===== src/rtl/cmd_uart_link_if.sv =====
// Bundle of the command-link signals between the UART endpoint and its neighbours.
// The slave modport is the endpoint itself. The master modport is the pin/command-processor side.
// RX and TX keep their pin names because they map straight onto the board-level serial lines.
interface cmd_uart_link_if;
    logic        RX;
    logic        TX;
    logic [15:0] cmd;
    logic        cmd_rdy;
    logic        clr_cmd_rdy;
    logic [7:0]  resp;
    logic        trmt;
    logic        tx_done;

    modport slave (
        input  RX, clr_cmd_rdy, resp, trmt,
        output TX, cmd, cmd_rdy, tx_done
    );

    modport master (
        output RX, clr_cmd_rdy, resp, trmt,
        input  TX, cmd, cmd_rdy, tx_done
    );
endinterface


===== src/rtl/cmd_uart_link.sv =====
// Robot-side UART endpoint: assembles two RX bytes (high first) into a 16-bit command and serializes response bytes.
// Latency: cmd_rdy rises one clk after the low byte's stop-bit sample; TX start bit appears one clk after trmt.
// No backpressure: cmd_rdy is a sticky flag cleared by clr_cmd_rdy; trmt while busy is dropped. Option macro: BYTE_TIMEOUT_EN.
module cmd_uart_link #(
    parameter int BAUD_DIV     = 2604,
    parameter int TIMEOUT_CLKS = 1000000
) (
    input  logic            clk,
    input  logic            rst,
    cmd_uart_link_if.slave  bus
);

    localparam logic [11:0] HALF_BIT    = 12'(BAUD_DIV / 2);
    localparam logic [11:0] FULL_BIT_M1 = 12'(BAUD_DIV - 1);
    localparam logic [31:0] TO_LAST     = 32'(TIMEOUT_CLKS - 1);

    typedef enum logic {R_IDLE, R_RECV} rx_state_t;
    typedef enum logic {F_HI, F_LO}     frm_state_t;
    typedef enum logic {T_IDLE, T_SEND} tx_state_t;

    rx_state_t   rx_state;
    frm_state_t  frm_state;
    tx_state_t   tx_state;

    logic        rx_meta;
    logic        rx_sync;
    logic        rx_prev;
    logic        start_edge;

    logic [11:0] rx_cnt;
    logic [3:0]  rx_idx;
    logic [7:0]  rx_shift;
    logic [7:0]  hi_byte;

    logic [11:0] tx_cnt;
    logic [3:0]  tx_idx;
    logic [8:0]  tx_shift;

`ifdef BYTE_TIMEOUT_EN
    logic [31:0] to_cnt;
`else
    // The timeout limit has no consumer when the byte timeout is compiled out.
    logic        unused_timeout_cfg;
    assign unused_timeout_cfg = ^TO_LAST;
`endif

    // Two-flop synchronizer on the asynchronous RX pin plus a delayed copy for falling-edge detection.
    always_ff @(posedge clk) begin
        if (rst) begin
            rx_meta <= 1'b1;
            rx_sync <= 1'b1;
            rx_prev <= 1'b1;
        end else begin
            rx_meta <= bus.RX;
            rx_sync <= rx_meta;
            rx_prev <= rx_sync;
        end
    end

    assign start_edge = rx_prev & ~rx_sync;

    // Receiver, byte framer and command register; a set of cmd_rdy is written last so it beats any clear.
    always_ff @(posedge clk) begin
        if (rst) begin
            rx_state    <= R_IDLE;
            frm_state   <= F_HI;
            rx_cnt      <= '0;
            rx_idx      <= '0;
            rx_shift    <= '0;
            hi_byte     <= '0;
            bus.cmd     <= '0;
            bus.cmd_rdy <= 1'b0;
`ifdef BYTE_TIMEOUT_EN
            to_cnt      <= '0;
`endif
        end else begin
            if (bus.clr_cmd_rdy) begin
                bus.cmd_rdy <= 1'b0;
            end

            case (rx_state)
                R_IDLE: begin
                    if (start_edge) begin
                        rx_state <= R_RECV;
                        rx_cnt   <= HALF_BIT;
                        rx_idx   <= '0;
                        // A new high byte starting means the consumer has missed its window for the old command flag.
                        if (frm_state == F_HI) begin
                            bus.cmd_rdy <= 1'b0;
                        end
                    end
                end
                R_RECV: begin
                    if (rx_cnt != 12'd0) begin
                        rx_cnt <= rx_cnt - 12'd1;
                    end else begin
                        rx_cnt <= FULL_BIT_M1;
                        rx_idx <= rx_idx + 4'd1;
                        if (rx_idx >= 4'd1 && rx_idx <= 4'd8) begin
                            rx_shift <= {rx_sync, rx_shift[7:1]};
                        end
                        if (rx_idx == 4'd9) begin
                            rx_state <= R_IDLE;
                            if (!rx_sync) begin
                                // Bad stop bit: drop the byte and resynchronise on a fresh high byte.
                                frm_state <= F_HI;
                            end else if (frm_state == F_HI) begin
                                hi_byte   <= rx_shift;
                                frm_state <= F_LO;
`ifdef BYTE_TIMEOUT_EN
                                to_cnt    <= '0;
`endif
                            end else begin
                                bus.cmd     <= {hi_byte, rx_shift};
                                bus.cmd_rdy <= 1'b1;
                                frm_state   <= F_HI;
                            end
                        end
                    end
                end
                default: rx_state <= R_IDLE;
            endcase

`ifdef BYTE_TIMEOUT_EN
            // Inter-byte timer only runs while waiting for the low byte's start edge.
            if (frm_state == F_LO && rx_state == R_IDLE && !start_edge) begin
                if (to_cnt == TO_LAST) begin
                    frm_state <= F_HI;
                end else begin
                    to_cnt <= to_cnt + 32'd1;
                end
            end
`endif
        end
    end

    // Transmitter: registered TX, each bit held BAUD_DIV clocks, requests while busy are ignored.
    always_ff @(posedge clk) begin
        if (rst) begin
            tx_state    <= T_IDLE;
            tx_cnt      <= '0;
            tx_idx      <= '0;
            tx_shift    <= '1;
            bus.TX      <= 1'b1;
            bus.tx_done <= 1'b0;
        end else begin
            case (tx_state)
                T_IDLE: begin
                    if (bus.trmt) begin
                        tx_shift    <= {1'b1, bus.resp};
                        bus.TX      <= 1'b0;
                        bus.tx_done <= 1'b0;
                        tx_cnt      <= FULL_BIT_M1;
                        tx_idx      <= '0;
                        tx_state    <= T_SEND;
                    end
                end
                T_SEND: begin
                    if (tx_cnt != 12'd0) begin
                        tx_cnt <= tx_cnt - 12'd1;
                    end else if (tx_idx == 4'd9) begin
                        tx_state    <= T_IDLE;
                        bus.TX      <= 1'b1;
                        bus.tx_done <= 1'b1;
                    end else begin
                        bus.TX   <= tx_shift[0];
                        tx_shift <= {1'b1, tx_shift[8:1]};
                        tx_idx   <= tx_idx + 4'd1;
                        tx_cnt   <= FULL_BIT_M1;
                    end
                end
                default: tx_state <= T_IDLE;
            endcase
        end
    end

endmodule


===== src/flat_wrapper.sv =====
// flat-port wrapper written by rule: the top's interface ports become plain ports
module cmd_uart_link_flat 
#(
    parameter int BAUD_DIV     = 2604,
    parameter int TIMEOUT_CLKS = 1000000
)
  (clk, rst, bus_RX, bus_clr_cmd_rdy, bus_resp, bus_trmt, bus_TX, bus_cmd, bus_cmd_rdy, bus_tx_done);
  cmd_uart_link_if bus_i ();
  input  logic clk;
  input  logic rst;
  input wire logic [$bits(bus_i.RX)-1:0] bus_RX;
  input wire logic [$bits(bus_i.clr_cmd_rdy)-1:0] bus_clr_cmd_rdy;
  input wire logic [$bits(bus_i.resp)-1:0] bus_resp;
  input wire logic [$bits(bus_i.trmt)-1:0] bus_trmt;
  output wire logic [$bits(bus_i.TX)-1:0] bus_TX;
  output wire logic [$bits(bus_i.cmd)-1:0] bus_cmd;
  output wire logic [$bits(bus_i.cmd_rdy)-1:0] bus_cmd_rdy;
  output wire logic [$bits(bus_i.tx_done)-1:0] bus_tx_done;
  assign bus_i.RX = bus_RX;
  assign bus_i.clr_cmd_rdy = bus_clr_cmd_rdy;
  assign bus_i.resp = bus_resp;
  assign bus_i.trmt = bus_trmt;
  assign bus_TX = bus_i.TX;
  assign bus_cmd = bus_i.cmd;
  assign bus_cmd_rdy = bus_i.cmd_rdy;
  assign bus_tx_done = bus_i.tx_done;
  cmd_uart_link #(.BAUD_DIV(BAUD_DIV), .TIMEOUT_CLKS(TIMEOUT_CLKS)) u_core (.clk(clk), .rst(rst), .bus(bus_i));
endmodule

===== config.mk =====
export PLATFORM = sky130hd
export DESIGN_NAME = cmd_uart_link_flat
export DESIGN_NICKNAME = d
export VERILOG_FILES = /design/src/rtl/cmd_uart_link_if.sv /design/src/rtl/cmd_uart_link.sv /design/src/flat_wrapper.sv
export SDC_FILE = /design/constraint.sdc
export NUM_CORES = 1
export LEC_CHECK = 0
export CAP_MARGIN = 10
export CORE_ASPECT_RATIO = 0.75
export CORE_MARGIN = 5
export CORE_UTILIZATION = 44
export CTS_CLUSTER_SIZE = 28
export DETAILED_ROUTE_END_ITERATION = 16
export PLACE_DENSITY = 0.7
export SYNTH_ARGS = -nofsm -noshare
export SYNTH_HDL_FRONTEND = slang
export SYNTH_SLANG_ARGS = --single-unit
export TNS_END_PERCENT = 30

===== constraint.sdc =====
create_clock -name clk -period 3.4 [get_ports clk]
set_clock_uncertainty 0.1 [all_clocks]
set_input_delay 0.68 -clock clk [delete_from_list [all_inputs] [get_ports clk]]
set_output_delay 0.68 -clock clk [all_outputs]
set_load 0.005 [all_outputs]

==> results of run 1 <==
-- layer usage --
metal / GRT usage [%] / vias to the layer above / wire length (um)
met5: 0 / - / 0
met3: 4.921 / 6 / 372
met1: 22.53 / 1434 / 3975
li1: - / 1542 / -
met4: 5.609 / 0 / 63
met2: 23.56 / 76 / 3341
-- layout make-up --
class                      instances  area (sq um)  area share, %
clock buffer                      10         137.6          3.292
clock inverter                     6         75.07          1.796
inverter                          13         48.80          1.167
multi-input combinational        310          1831          43.79
sequential                        81          1622          38.79
timing repair buffer              35         335.3          8.022
tap                              105         131.4          3.143
-- worst max-delay path, stage by stage, from the launching register on --
cell	delay, ps
dfxtp_1	380
or4_1	650
or4_4	640
nor4b_4	220
buf_4	240
mux2i_1	220
nor2_1	60
-- placed cells by master, fill, tap and decap left out, drive strengths merged, types with 3 or more instances in the layout --
master / netlist / routed
clkdlybuf4s50: 0 / 30
a21oi: 38 / 38
nand3: 14 / 14
xor2: 5 / 5
ha: 10 / 10
nor2b: 3 / 3
a31oi: 4 / 4
nand2: 51 / 51
o21ai: 15 / 15
and2: 10 / 10
or3: 3 / 3
xnor2: 6 / 6
inv: 13 / 15
or4: 5 / 5
clkbuf: 16 / 10
a211oi: 10 / 10
dfxtp: 81 / 81
nand4: 6 / 6
nor2: 56 / 56
or2: 4 / 4
a311oi: 3 / 3
mux2i: 16 / 16
nor4: 8 / 8
buf: 5 / 5
nor3: 12 / 12
-- power by group --
part	switching, W	internal, W	leakage [nW]
Combinational	0.000158	0.000108	0.763
Sequential	0.0000458	0.000986	0.659
Clock	0.000370	0.000370	0.105
Total	0.000573	0.00146	1.53
-- stage by stage --
stage | area, sq um | total power, W | util (%) | cells | setup slack [ps]
5_1_grt | 4180 | 0.002141 | 52.80 | 560 | 622.7
3_3_place_gp | 3968 | 0.001303 | 50.11 | 544 | 862.2
4_1_cts | 4180 | 0.002051 | 52.80 | 560 | 775.3
3_5_place_dp | 3968 | 0.001313 | 50.11 | 544 | 798.1
2_1_floorplan | 3598 | 0.001244 | - | 425 | 928.5
6_report | 4180 | 0.002038 | 52.80 | 560 | 757.5
-- flip-flops by register name, indices dropped and copies added (netlist names) --
signal and flops:
u_core.bus.TX 1, u_core.rx_prev 1, u_core.rx_sync 1, u_core.tx_state 1, u_core.tx_cnt 12, u_core.tx_idx 4, u_core.frm_state 1, u_core.tx_shift 8
u_core.rx_meta 1, u_core.rx_cnt 12, u_core.bus.cmd_rdy 1, u_core.bus.tx_done 1, u_core.bus.cmd 16, u_core.rx_state 1, u_core.rx_idx 4, u_core.hi_byte 8
u_core.rx_shift 8
-- cells by family (layout without fill, tap and decap cells) --
group	after synthesis	count (layout)	share of synthesized area, %
AO/OA/AOI/OAI	88	88	15.06
adder cells (fa/ha/maj)	10	10	3.477
AND/OR/NAND/NOR	185	185	25.21
buffers and inverters	34	64	4.068
flip-flops	81	81	45.06
multiplexers	16	16	4.451
XOR/XNOR	11	11	2.677
-- worst max-delay path by stage --
stage | from | to | slack [ps] | cells past startpoint
after floorplan | u_core.rx_cnt[2] | u_core.hi_byte[0] | 930 | 8
after global placement | u_core.rx_cnt[2] | u_core.hi_byte[0] | 860 | 6
after detailed placement | u_core.rx_cnt[2] | u_core.hi_byte[1] | 800 | 6
after CTS | u_core.rx_cnt[2] | u_core.hi_byte[7] | 780 | 6
after global routing | u_core.rx_cnt[0] | u_core.bus.cmd[4] | 620 | 8
final | u_core.rx_cnt[2] | u_core.hi_byte[7] | 760 | 6
==> impl_metrics.yaml, run 1 <==
clock_network:
  cts_setup_buffers: 0
  cts.htree.levels: 3
  hold_buffers: 0
  cts_tree: "yes"
  clk_pin_slew_ps: 80
  cts.sinks: 81
  cts_root_buf: "clkbuf_8"
  cts_buffer_depth: 2
  clock_latency_ps: 350
  cts_buffers: 9
  cts_resized: 0
grt:
  grt_pass1_wl_um: 13190
  antenna_found_initial: 0
  grt.overflow.total: 0
  grt_util_all_layers_pct: 16.09
  first_global_vias: 2774
  grt_max_degree: 64
setup_path:
  reg2reg_depth: 6
  rr_endpoint: "u_core.hi_byte[7]"
  start_kind: "flip-flop"
  cp.arrival_ps: 2760
  critPathMaxFanout: 9
  rrSetupSlack_ps: 760
  end_kind: "flip-flop"
  rr_startpoint: "u_core.rx_cnt[2]"
  path_class: "reg -> reg"
  critPathRequiredTime_ps: 3520
finish:
  antennaDiodeCount: 0
  layout-drive-gt1-share_pct: 6.374
  fillers: 774
  nets: 473
  area_delta_synth_final_pct: 16.17
synthesis:
  yosysMostFrequentCell: "dfxtp_1"
  synth.area.top_cells: "dfxtp_1 (45%), nor2_1 (5.8%), nand2_1 (5.3%)"
  synthFlopType: "dfxtp_1"
  seq_area_frac_synth_pct: 45.06
  avgSynthCellArea_sq_um: 8.467
  synthArstFlopShare_pct: 0
  synth_area_leader_cell: "dfxtp_1"
  synth_area_sq_um: 3598
  ys_seq_elements: 81
  synth.top_cell.area_share_pct: 45.06
  netlist_instances: 425
  netlist_top_cells_count: "dfxtp_1 (81), nor2_1 (56), nand2_1 (51)"
  synth_nets: 448
  synth_edf_count: 0
  netlist-cell-type-count: 50
  yosysWarnings: 0
place:
  post-dp-hpwl_um: 5271
  place_congestion: 0.8304
  port_buffers: 31
timing:
  setup_viol: 0
  fmax_mhz: 378.4
  finalCriticalPeriod_ps: 2642
  fin_crit_sh_pct: 77.72
  hold_viol_final: 0
  worst_pin_slew_ps: 757.9
  timing.setup.tns_ps: 0
  hold_slack_ps: 326.0
  slew_viol_final: 0
  rsz0062_at_grt: "no"
  relSlewSlack_pct: 49.01
power_and_ir_drop:
  power_density_nw_per_um2: 487.5
  p_leak_nw: 1.528
  ir_worst_vdd_mv: 0.2860
drt:
  num_vias: 3058
  routed_wl_um: 7752
  drt_iter0_markers: 188
  viasPerCell: 5.461
  wl_per_cell_um: 13.84
  dr.pass1.iters: 4
  drc: 0
  postRouteAntennaNets: 0
worst_hold_path:
  worstHoldStart: "u_core.rx_meta"
  min_path_cells: 1
  min_to: "u_core.rx_sync"
  hold_path_class: "reg -> reg"
outcome:
  status: "finished, final reports clean"
floorplan:
  die_y_um: 88.32
  start_util_pct: 45.45
  rows: 28
  core_area_sq_um: 7918
  dieArea_sq_um: 10110
  die_x_um: 114.4
  ios: 32
flow_run:
  maxCapViolCount: 0
Note: power is estimated with default switching activity, not from simulation.
==> inputs of run 2 (changes only) <==
Settings changed: PLACE_DENSITY 0.7 to 0.72.
Clock period 3.4 ns to 2.35 ns, I/O delays scaled along.
==> run 2 against run 1 <==
- the flow now finishes with violations (setup timing)
- combinational power is 92% higher
- final cell count is 5.4% higher
- core utilization is 3.7 points higher
- critical path type unchanged
- critical endpoint unchanged
- largest cell class unchanged
==> impl_metrics.yaml, run 2 (synthesis gave the netlist of run 1 again) <==
power_and_ir_drop:
  ir_worst_vdd_mv: 0.3937
  power_frac_seq_pct: 49.0
  power_frac_comb_pct: 17.0
  switching_share_pct: 28.12
  p_leak_nw: 1.688
  switchingPower_w: 0.0008464
  internal_power_w: 0.002163
  total_power_w: 0.003010
  power_density_nw_per_um2: 673.2
  pwr-share-clk_pct: 34.0
drt:
  wl_per_cell_um: 13.96
  viasPerCell: 5.422
  routed_wl_um: 8236
  drc: 0
  drt_iter0_markers: 326
  dr.pass1.iters: 5
  postRouteAntennaNets: 0
  num_vias: 3199
place:
  port_buffers: 31
  place_congestion: 0.8409
  post-dp-hpwl_um: 5857
setup_path:
  start_kind: "flip-flop"
  critPathRequiredTime_ps: 2460
  rr_startpoint: "u_core.rx_cnt[0]"
  rrSetupSlack_ps: -30
  reg2reg_depth: 8
  cp.arrival_ps: 2480
  critPathMaxFanout: 9
  path_class: "reg -> reg"
  rr_endpoint: "u_core.hi_byte[7]"
  end_kind: "flip-flop"
clock_network:
  cts_buffers: 9
  clk_pin_slew_ps: 90
  cts.sinks: 81
  hold_buffers: 0
  cts_root_buf: "clkbuf_8"
  cts_buffer_depth: 2
  cts_tree: "yes"
  cts.htree.levels: 3
  clock_latency_ps: 350
grt:
  antenna_found_initial: 0
  grt_max_degree: 64
  grt_util_all_layers_pct: 17.22
  grt_pass1_wl_um: 14250
  first_global_vias: 3068
  grt.overflow.total: 0
worst_hold_path:
  worstHoldStart: "u_core.rx_meta"
  hold_path_class: "reg -> reg"
  min_path_cells: 1
  min_to: "u_core.rx_sync"
timing:
  hold_slack_ps: 316.0
  rsz0062_at_grt: "yes"
  finalCriticalPeriod_ps: 2378
  slew_viol_final: 0
  relSlewSlack_pct: 55.63
  hold_viol_final: 0
  setup_viol: 8
  layout_setup_ws_ps: -27.52
  fin_crit_sh_pct: 101.2
  worst_pin_slew_ps: 665.5
  fmax_mhz: 420.6
floorplan:
  ios: 32
  die_y_um: 88.32
  start_util_pct: 45.45
  dieArea_sq_um: 10110
  core_area_sq_um: 7918
  rows: 28
  die_x_um: 114.4
finish:
  final_util_pct: 56.46
  area_delta_synth_final_pct: 24.24
  top_regs: "u_core.bus.cmd: 16 flops, u_core.rx_cnt: 12 flops, u_core.tx_cnt: 12 flops"
  final_cell_mix: "dfxtp_1 (78), nor2_1 (56), nand2_1 (50)"
  largest_reg_flops: 16
  layout-drive-gt1-share_pct: 14.43
  regMostFlops: "u_core.bus.cmd"
  final_common_cell: "dfxtp_1"
  nets: 503
  antennaDiodeCount: 0
flow_run:
  maxCapViolCount: 0
outcome:
  status: "finished with violations"
  violations: "setup timing"
==> run 2: timing repair <==
item                                   4_1_cts  5_1_grt
endpoints found under the hold margin        0        0
setup endpoints to repair                   16       47
gates resized for setup                      0        8
setup buffers                                0        1
pin swaps                                    1        2
==> run 2: routing by layer <==
layer | track usage, % | share of wire [%] | wire (um)
met5 | 0 | 0 | 0
met2 | 27.10 | 45 | 3681
met4 | 5.825 | 1.4 | 118
met1 | 23.43 | 47 | 3912
met3 | 3.964 | 6.4 | 523
==> run 2: how the worst max path moves through the flow <==
stage | start | endpoint | cells past startpoint
after floorplan | u_core.rx_cnt[1] | u_core.hi_byte[0] | 9
after global placement | u_core.rx_cnt[1] | u_core.hi_byte[2] | 8
after detailed placement | u_core.rx_cnt[1] | u_core.hi_byte[3] | 8
after CTS | u_core.rx_cnt[1] | u_core.hi_byte[6] | 8
after global routing | u_core.rx_cnt[0] | u_core.hi_byte[5] | 8
final | u_core.rx_cnt[0] | u_core.hi_byte[7] | 8
==> run 2: power by group through the flow <==
| stage | sequential (W) | clock (W) | combinational (W) |
|---|---|---|---|
| floorplan | 0.00150 | 0 | 0.000306 |
| global placement | 0.00150 | 0 | 0.000471 |
| detailed placement | 0.00150 | 0 | 0.000482 |
| CTS | 0.00147 | 0.00106 | 0.000486 |
| global route | 0.00148 | 0.00112 | 0.000566 |
| finish | 0.00147 | 0.00102 | 0.000511 |
==> run 2: critical path, cell delays in order (launching register included) <==
cell,delay (ps)
dfxtp_2,330
inv_2,70
ha_4,130
or3b_4,370
or4_4,540
nor4b_4,280
buf_12,180
mux2i_1,180
nor2_1,50
==> run 2: through the flow <==
step           setup TNS (ps)  instances  setup WS (ps)  instance area (sq um)
5_1_grt                -951.9        590         -139.9                   4471
4_1_cts                -300.1        589         -32.68                   4431
3_5_place_dp           -538.9        573         -68.25                   4229
3_3_place_gp           -202.1        573         -27.62                   4229
6_report               -165.5        590         -27.52                   4471
2_1_floorplan          -529.0        425         -66.12                   3617
==> run 2: layout make-up <==
type | instances | area, sq um
inverter | 13 | 48.80
clock inverter | 6 | 73.82
sequential | 81 | 1625
fill | 725 | 3447
timing repair buffer | 65 | 585.6
multi-input combinational | 310 | 1878
tap | 105 | 131.4
clock buffer | 10 | 127.6
==> inputs of run 3 (changes only) <==
Settings changed: SKIP_LAST_GASP from default to 1.
==> run 3 against run 2 <==
- the run still ends with setup timing left
- largest power group unchanged
- largest cell class unchanged
- critical endpoint is now u_core.hi_byte[6]
- clock-buffer cell count is the same
- critical path depth stayed put
- critical path type unchanged
- sequential share of layout area unchanged
- via count increased by 0.22%
==> impl_metrics.yaml, run 3 (synthesis gave the netlist of run 1 again) <==
finish:
  layout-drive-gt1-share_pct: 14.43
  top_regs: "u_core.bus.cmd: 16 flops, u_core.rx_cnt: 12 flops, u_core.tx_cnt: 12 flops"
  fillers: 725
  largest_reg_flops: 16
  final_common_cell: "dfxtp_1"
  area_delta_synth_final_pct: 24.24
  nets: 503
  final_cell_mix: "dfxtp_1 (78), nor2_1 (56), nand2_1 (50)"
  stdcell_area_sq_um: 4471
  regMostFlops: "u_core.bus.cmd"
  antennaDiodeCount: 0
worst_hold_path:
  hold_path_class: "reg -> reg"
  min_path_cells: 1
power_and_ir_drop:
  power_frac_seq_pct: 48.9
  pwr-share-clk_pct: 34.1
  p_leak_nw: 1.688
  switching_share_pct: 28.22
  internal_power_w: 0.002164
  switchingPower_w: 0.0008506
  ir_worst_vdd_mv: 0.3961
  power_density_nw_per_um2: 674.2
  power_frac_comb_pct: 17.0
timing:
  layout_setup_ws_ps: -25.47
  finalCriticalPeriod_ps: 2375
  worst_pin_slew_ps: 649.3
  hold_slack_ps: 313.8
  setup_viol: 8
  fmax_mhz: 421.0
  rsz0062_at_grt: "yes"
  fin_crit_sh_pct: 101.1
  slew_viol_final: 0
  relSlewSlack_pct: 56.71
  hold_viol_final: 0
grt:
  grt_max_degree: 64
  antenna_found_initial: 0
  grt.overflow.total: 0
  grt_util_all_layers_pct: 17.22
  grt_pass1_wl_um: 14250
  first_global_vias: 3068
place:
  pre_cts_ws_ps: -68.25
  post-dp-hpwl_um: 5857
  port_buffers: 31
  dpl_cell_area_sq_um: 4229
  place_congestion: 0.8409
drt:
  drc: 0
  wl_per_cell_um: 14.03
  postRouteAntennaNets: 0
  drt_iter0_markers: 229
  viasPerCell: 5.434
  num_vias: 3206
  dr.pass1.iters: 5
  routed_wl_um: 8279
clock_network:
  clk_pin_slew_ps: 90
  cts_tree: "yes"
  cts_buffers: 9
  cts.htree.levels: 3
  cts_root_buf: "clkbuf_8"
  clock_latency_ps: 350
  cts_buffer_depth: 2
  cts.sinks: 81
setup_path:
  critPathRequiredTime_ps: 2450
  path_class: "reg -> reg"
  start_kind: "flip-flop"
  critPathMaxFanout: 9
  cp.arrival_ps: 2480
  rrSetupSlack_ps: -30
  end_kind: "flip-flop"
  reg2reg_depth: 8
floorplan:
  die_x_um: 114.4
  core_area_sq_um: 7918
  die_y_um: 88.32
  start_util_pct: 45.45
  ios: 32
  dieArea_sq_um: 10110
  rows: 28
outcome:
  violations: "setup timing"
  status: "finished with violations"
flow_run:
  maxCapViolCount: 0
==> run 3: timing repair <==
action	CTS	global route
gates resized for setup	0	8
hold buffers	0	0
pin swaps	1	1
cloned	0	0
buffers inserted	0	1
setup endpoints to repair	16	47
==> run 3: worst paths after layout <==
kind,start,endpoint
max,u_core.rx_cnt[0],u_core.hi_byte[6]
min,u_core.rx_meta,u_core.rx_sync
max reg2reg,u_core.rx_cnt[0],u_core.hi_byte[6]
min reg2reg,u_core.rx_meta,u_core.rx_sync
==> run 3: per-layer routing <==
metal / track usage [%] / part of all wire (%) / wire (um)
met5: 0 / 0 / 0
met4: 5.825 / 1.4 / 114
met3: 3.964 / 7.2 / 596
met2: 27.10 / 44 / 3667
met1: 23.43 / 47 / 3901
==> run 3: worst max-delay path: stages, from the launching register on <==
cell and delay [ps]:
dfxtp_2 330, inv_2 70, ha_4 130, or3b_4 370
or4_4 540, nor4b_4 280, buf_12 180, mux2i_1 180
nor2_1 50
==> run 3: final cells by class <==
cell class | instances | area [sq um] | area share, %
multi-input combinational | 310 | 1878 | 42.01
clock buffer | 10 | 127.6 | 2.855
clock inverter | 6 | 73.82 | 1.651
inverter | 13 | 48.80 | 1.092
tap | 105 | 131.4 | 2.939
timing repair buffer | 65 | 585.6 | 13.10
sequential | 81 | 1625 | 36.36
==> run 3: power by group through the flow <==
| stage | registers, W | logic, W | clock network, W |
|---|---|---|---|
| final | 0.00147 | 0.000512 | 0.00103 |
| after CTS | 0.00147 | 0.000486 | 0.00106 |
| after global placement | 0.00150 | 0.000471 | 0 |
| after global routing | 0.00148 | 0.000566 | 0.00112 |
| after detailed placement | 0.00150 | 0.000482 | 0 |
| after floorplan | 0.00150 | 0.000306 | 0 |
==> run 3: metrics by stage <==
stage               cells  setup TNS (ps)  power [W]  utilization (%)
floorplan             425          -529.0   0.001808                -
CTS                   589          -300.1   0.003013            55.96
global route          590          -991.6   0.003172            56.46
finish                590          -138.6   0.003014            56.46
detailed placement    573          -538.9   0.001986            53.41
global placement      573          -202.1   0.001971            53.41
